## src/rtl/reset_sequencer_if.sv

```systemverilog
// Staged-reset bundle: raw user reset in, staged resets and status out.
// master = the sequencer, slave = the subsystems / host consuming it.
interface reset_sequencer_if #(
    parameter int NUM_STAGES = 4
);
    logic                  user_reset;
    logic [NUM_STAGES-1:0] stage_reset;
    logic                  all_ready;
    logic                  seq_busy;
    logic [7:0]            restart_count;

    modport master (
        input  user_reset,
        output stage_reset, all_ready, seq_busy, restart_count
    );

    modport slave (
        output user_reset,
        input  stage_reset, all_ready, seq_busy, restart_count
    );
endinterface

```

## src/rtl/reset_sequencer.sv

```systemverilog
// Power-on / user reset sequencer: holds all stages, then releases them in
// index order with a fixed gap. A debounced user reset re-runs the sequence.
module reset_sequencer #(
    parameter int NUM_STAGES = 4,
    parameter int POR_CYCLES = 16,
    parameter int STAGE_GAP  = 8,
    parameter int DEBOUNCE   = 4,
    parameter int CNT_W      = 16
) (
    input  logic                clk,
    input  logic                reset,
    reset_sequencer_if.master   bus
);
    localparam int DW = $clog2(DEBOUNCE + 2);
    localparam int KW = (NUM_STAGES > 1) ? $clog2(NUM_STAGES) : 1;

    typedef enum logic [1:0] {S_POR, S_REL, S_RUN, S_HOLD} state_t;

    // Declaration initialisers give the power-up state, so no reset pulse is needed.
    state_t                state   = S_POR;
    logic [CNT_W-1:0]      cnt     = '0;
    logic [KW-1:0]         k       = '0;
    logic [NUM_STAGES-1:0] stage_q = '1;
    logic                  ready_q = 1'b0;
    logic                  busy_q  = 1'b1;
    logic [7:0]            rcnt_q  = 8'd0;
    logic                  usr_meta = 1'b0;
    logic                  usr_s    = 1'b0;
    logic [DW-1:0]         dcnt     = '0;

    state_t                state_n;
    logic [CNT_W-1:0]      cnt_n;
    logic [KW-1:0]         k_n;
    logic [NUM_STAGES-1:0] stage_n;
    logic [7:0]            rcnt_n;
    logic                  accept;

    // Filter parks at DEBOUNCE+1 while held, so one press yields one accept.
    always_ff @(posedge clk) begin
        if (reset) begin
            usr_meta <= 1'b0;
            usr_s    <= 1'b0;
            dcnt     <= '0;
        end else begin
            usr_meta <= bus.user_reset;
            usr_s    <= usr_meta;
            if (!usr_s)
                dcnt <= '0;
            else if (dcnt <= DW'(DEBOUNCE))
                dcnt <= dcnt + 1'b1;
        end
    end

    assign accept = (dcnt == DW'(DEBOUNCE)) && (state != S_HOLD);

    always_comb begin
        state_n = state;
        cnt_n   = cnt;
        k_n     = k;
        stage_n = stage_q;
        rcnt_n  = rcnt_q;
        unique case (state)
            S_POR: begin
                stage_n = '1;
                if (cnt == CNT_W'(POR_CYCLES)) begin
                    state_n    = S_REL;
                    cnt_n      = '0;
                    k_n        = '0;
                    stage_n[0] = 1'b0;
                end else begin
                    cnt_n = cnt + 1'b1;
                end
            end
            S_REL: begin
                if (k == KW'(NUM_STAGES - 1)) begin
                    state_n = S_RUN;
                end else if (cnt == CNT_W'(STAGE_GAP - 1)) begin
                    cnt_n          = '0;
                    k_n            = k + 1'b1;
                    stage_n[k_n]   = 1'b0;
                end else begin
                    cnt_n = cnt + 1'b1;
                end
            end
            S_RUN: stage_n = '0;
            S_HOLD: begin
                stage_n = '1;
                if (!usr_s) begin
                    state_n = S_POR;
                    cnt_n   = '0;
                end
            end
        endcase
        if (accept) begin
            state_n = S_HOLD;
            stage_n = '1;
            cnt_n   = '0;
            if (rcnt_q != 8'hFF)
                rcnt_n = rcnt_q + 8'd1;
        end
    end

    always_ff @(posedge clk) begin
        if (reset) begin
            state   <= S_POR;
            cnt     <= '0;
            k       <= '0;
            stage_q <= '1;
            ready_q <= 1'b0;
            busy_q  <= 1'b1;
            rcnt_q  <= 8'd0;
        end else begin
            state   <= state_n;
            cnt     <= cnt_n;
            k       <= k_n;
            stage_q <= stage_n;
            ready_q <= (state_n == S_RUN);
            busy_q  <= (state_n != S_RUN);
            rcnt_q  <= rcnt_n;
        end
    end

    assign bus.stage_reset   = stage_q;
    assign bus.all_ready     = ready_q;
    assign bus.seq_busy      = busy_q;
    assign bus.restart_count = rcnt_q;
endmodule
```

## src/flat_wrapper.sv

```systemverilog
// flat-port wrapper written by rule: the top's interface ports become plain ports
module reset_sequencer_flat 
#(
    parameter int NUM_STAGES = 4,
    parameter int POR_CYCLES = 16,
    parameter int STAGE_GAP  = 8,
    parameter int DEBOUNCE   = 4,
    parameter int CNT_W      = 16
)
  (clk, reset, bus_user_reset, bus_stage_reset, bus_all_ready, bus_seq_busy, bus_restart_count);
  reset_sequencer_if #(.NUM_STAGES(NUM_STAGES)) bus_i ();
  input  logic clk;
  input  logic reset;
  input wire logic [$bits(bus_i.user_reset)-1:0] bus_user_reset;
  output wire logic [$bits(bus_i.stage_reset)-1:0] bus_stage_reset;
  output wire logic [$bits(bus_i.all_ready)-1:0] bus_all_ready;
  output wire logic [$bits(bus_i.seq_busy)-1:0] bus_seq_busy;
  output wire logic [$bits(bus_i.restart_count)-1:0] bus_restart_count;
  assign bus_i.user_reset = bus_user_reset;
  assign bus_stage_reset = bus_i.stage_reset;
  assign bus_all_ready = bus_i.all_ready;
  assign bus_seq_busy = bus_i.seq_busy;
  assign bus_restart_count = bus_i.restart_count;
  reset_sequencer #(.NUM_STAGES(NUM_STAGES), .POR_CYCLES(POR_CYCLES), .STAGE_GAP(STAGE_GAP), .DEBOUNCE(DEBOUNCE), .CNT_W(CNT_W)) u_core (.clk(clk), .reset(reset), .bus(bus_i));
endmodule
```

## config.mk

```make
export PLATFORM = sky130hd
export DESIGN_NAME = reset_sequencer_flat
export DESIGN_NICKNAME = d
export VERILOG_FILES = /design/src/rtl/reset_sequencer_if.sv /design/src/rtl/reset_sequencer.sv /design/src/flat_wrapper.sv
export SDC_FILE = /design/constraint.sdc
export NUM_CORES = 1
export LEC_CHECK = 0
export CORE_MARGIN = 2
export CORE_UTILIZATION = 45
export CTS_BUF_LIST = sky130_fd_sc_hd__clkbuf_8
export DETAILED_ROUTE_END_ITERATION = 6
export DONT_BUFFER_PORTS = 1
export PLACE_DENSITY = 0.64
export SETUP_SLACK_MARGIN = 0.2
export SLEW_MARGIN = 25
export SYNTH_ARGS = -nofsm -noshare
export SYNTH_HDL_FRONTEND = slang
export SYNTH_SLANG_ARGS = --single-unit
```

## constraint.sdc

```tcl
create_clock -name clk -period 5.7 [get_ports clk]
set_input_delay 1.71 -clock clk [delete_from_list [all_inputs] [get_ports clk]]
set_output_delay 1.71 -clock clk [all_outputs]
set_load 0.1 [all_outputs]
```

==> out/summary.json <==
{
  "async_flop_share_pct": 0,
  "post-cts-setup-buffers": 0,
  "routedWlPerCell_um": 12.8,
  "fp.dieArea_um2": 4980,
  "status": "finished clean",
  "number_of_buffers_between_clock_root_and_the_deepest_sink": 2,
  "worst-setup-path-type": "reg2out",
  "timing.fmax_ghz": 0.329,
  "min_period_over_period_pct": 53.3,
  "final-setup-viol-count": 0,
  "post_detailed_route_drc_marker_count": 0,
  "synth_cell_type_count": 50,
  "die_y_um": 70.6,
  "worstSkewPairLatency_ns": 0.29,
  "synth-seq-area-share_pct": 39.2,
  "tns_ns": 0,
  "routed_wl_mm": 3.51,
  "post_route_cells_drive_above_1_share_pct": 9.01,
  "cp.arrival_ns": 1.33,
  "p_per_area_nw_per_um2": 225,
  "synth_seq_cells": 39,
  "detail_route.first_pass.iterations": 4,
  "x_dimension_of_the_die_um": 70.6,
  "post-route-cell-area_um2": 2090,
  "overflow": 0,
  "ys_warn_count": 0,
  "core_region_area_um2": 4320,
  "cts_buffers": 5,
  "n_antenna_cell": 0,
  "globalRoute.busiestLayer": "met2",
  "worst_slew_margin_pct": 28.8,
  "grt_use_met2_pct": 23.5,
  "synthesis.area_per_instance_um2": 9.10,
  "layout.cells.most_common": "sky130_fd_sc_hd__dfxtp_1",
  "endpoint_kind_of_the_worst_setup_timing_path": "output pin",
  "layout.cells.most_common_list": "sky130_fd_sc_hd__dfxtp_1, sky130_fd_sc_hd__nor2_1, sky130_fd_sc_hd__nand2_1, sky130_fd_sc_hd__xnor2_1, sky130_fd_sc_hd__inv_1",
  "numClockSinks": 39,
  "globalRouteMet1Util_pct": 20.6,
  "post_synth_edffs": 0,
  "max_cap_viol_count": 0,
  "placement.io_buffers": 0,
  "layout.filler_cells": 433,
  "power.static_leakage_nw": 0.742,
  "first_global_vias": 1381,
  "tritoncts": "yes",
  "post_cts.resized_instances": 0,
  "route.vias.total": 1475,
  "nets": 234,
  "drv_slew": 0,
  "worst_clock_skew_ns": 0.00647,
  "syn-num-nets": 232,
  "worst_setup_hold_path_clk_slew_ns": 0.08,
  "dr.first_iter.drc_count": 78,
  "flow.area_growth_from_synthesis_pct": 4.83,
  "worst-slew-pin-transition_ns": 1.07,
  "cts-root-buf": "sky130_fd_sc_hd__clkbuf_8",
  "rsz0062_at_grt": "false",
  "h-tree-depth": 2,
  "antenna_found_initial": 0,
  "period_minus_slack_ns": 3.04,
  "netlist_area_um2": 1990,
  "grt_max_degree": 20,
  "gp_routability_congestion": 0.838,
  "vias_per_cell": 5.38,
  "hold_class": "reg2reg",
  "grt_pass1_wl_mm": 6.24,
  "cts-hold-fix-buffers": 0,
  "boundaryPins": 17,
  "synth-main-ff-cell": "sky130_fd_sc_hd__dfxtp_1",
  "cell_count_after_synthesis": 219,
  "placement.cell_area_um2": 2000,
  "cp.required_ns": 3.99,
  "peakVddDrop_v": 0.0000838,
  "drtAntennaViolNets": 0,
  "holdWs_ns": 0.445,
  "crit_path_start_kind": "flip-flop",
  "global_route.usage.total_pct": 15.7,
  "grt_util_met3_pct": 4.84,
  "final-hold-violation-count": 0,
  "initial_core_util_pct": 46.1,
  "floorplan.rows": 24,
  "post-dp-hpwl_mm": 2.56,
  "timing.critical_path.fanout_max": 5,
  "power.total_mw": 0.470
}
==> metal layers <==
| layer | vias up | share of wire (%) |
|---|---|---|
| li1 | 763 | - |
| met1 | 686 | 51 |
| met2 | 20 | 43 |
| met3 | 6 | 3.4 |
| met4 | 0 | 2.2 |
| met5 | - | 0 |
==> metrics by stage <==
stage          setup slack [ns]  utilization, %  std cells
6_report                   2.66            48.3        274
3_3_place_gp               2.90            46.3        266
4_1_cts                    2.62            48.3        274
2_1_floorplan              2.84               -        219
5_1_grt                    2.62            48.3        274
3_5_place_dp               2.85            46.3        266
==> where the power goes <==
part | switching (mW) | leakage (nW) | internal, mW | total (mW)
Sequential | 0.00265 | 0.316 | 0.275 | 0.278
Combinational | 0.00600 | 0.381 | 0.00487 | 0.0109
Clock | 0.0973 | 0.0453 | 0.0837 | 0.181
==> final timing paths <==
kind	startpoint	end	slack, ns	cells after the start
setup reg to reg	u_core.bus.restart_count[0]	u_core.bus.restart_count[4]	3.36	6
setup / recovery	u_core.bus.restart_count[6]	bus_restart_count[6]	2.66	0
hold / removal	u_core.usr_meta	u_core.usr_s	0.44	1
hold reg to reg	u_core.usr_meta	u_core.usr_s	0.44	1
==> state kept, by name, indices dropped and copies added, names as in the netlist <==
register / count
u_core.dcnt: 3
u_core.usr_s: 1
u_core.k: 2
u_core.cnt: 16
u_core.usr_meta: 1
u_core.bus.stage_reset: 4
u_core.bus.seq_busy: 1
u_core.bus.restart_count: 8
u_core.state: 2
u_core.bus.all_ready: 1
==> cell families after synthesis <==
group	count (synthesis)	synth area share, %
AO/OA/AOI/OAI	29	9.48
XOR/XNOR	18	7.91
adder cells (fa/ha/maj)	10	6.28
buffers and inverters	16	4.83
flip-flops	39	39.2
multiplexers	3	1.57
AND/OR/NAND/NOR	104	30.8
==> layout make-up <==
cell class,instances,area (µm²),area share (%)
multi-input cells,164,1120,53.4
flip-flops and latches,39,782,37.4
clock buffers,5,68.8,3.29
well taps,52,65.1,3.11
inverters,11,41.3,1.98
clock inverters,3,16.3,0.778
==> synthesized netlist by cell type, drive strengths merged (2+ instances only) <==
cell type | instances | area share (%)
buf | 2 | 0.94
nand2b | 4 | 1.3
ha | 10 | 6.3
xnor2 | 13 | 5.7
o21ai | 10 | 2.5
nor2b | 5 | 1.6
nand4 | 5 | 1.9
nor3b | 2 | 0.75
or3 | 3 | 0.94
or2 | 2 | 0.63
nor2 | 30 | 5.8
xor2 | 5 | 2.2
dfxtp | 39 | 39
a211oi | 2 | 0.75
inv | 11 | 2.1
mux2i | 2 | 1.0
nor4 | 6 | 4.1
clkbuf | 2 | 1.4
and2 | 2 | 0.63
and4 | 4 | 1.9
nand3 | 6 | 1.5
nand2 | 15 | 2.8
and3 | 5 | 1.6
and3b | 3 | 1.4
a21oi | 8 | 2.0
nor3 | 7 | 1.8
No activity file was read; power rests on OpenSTA's default activity.
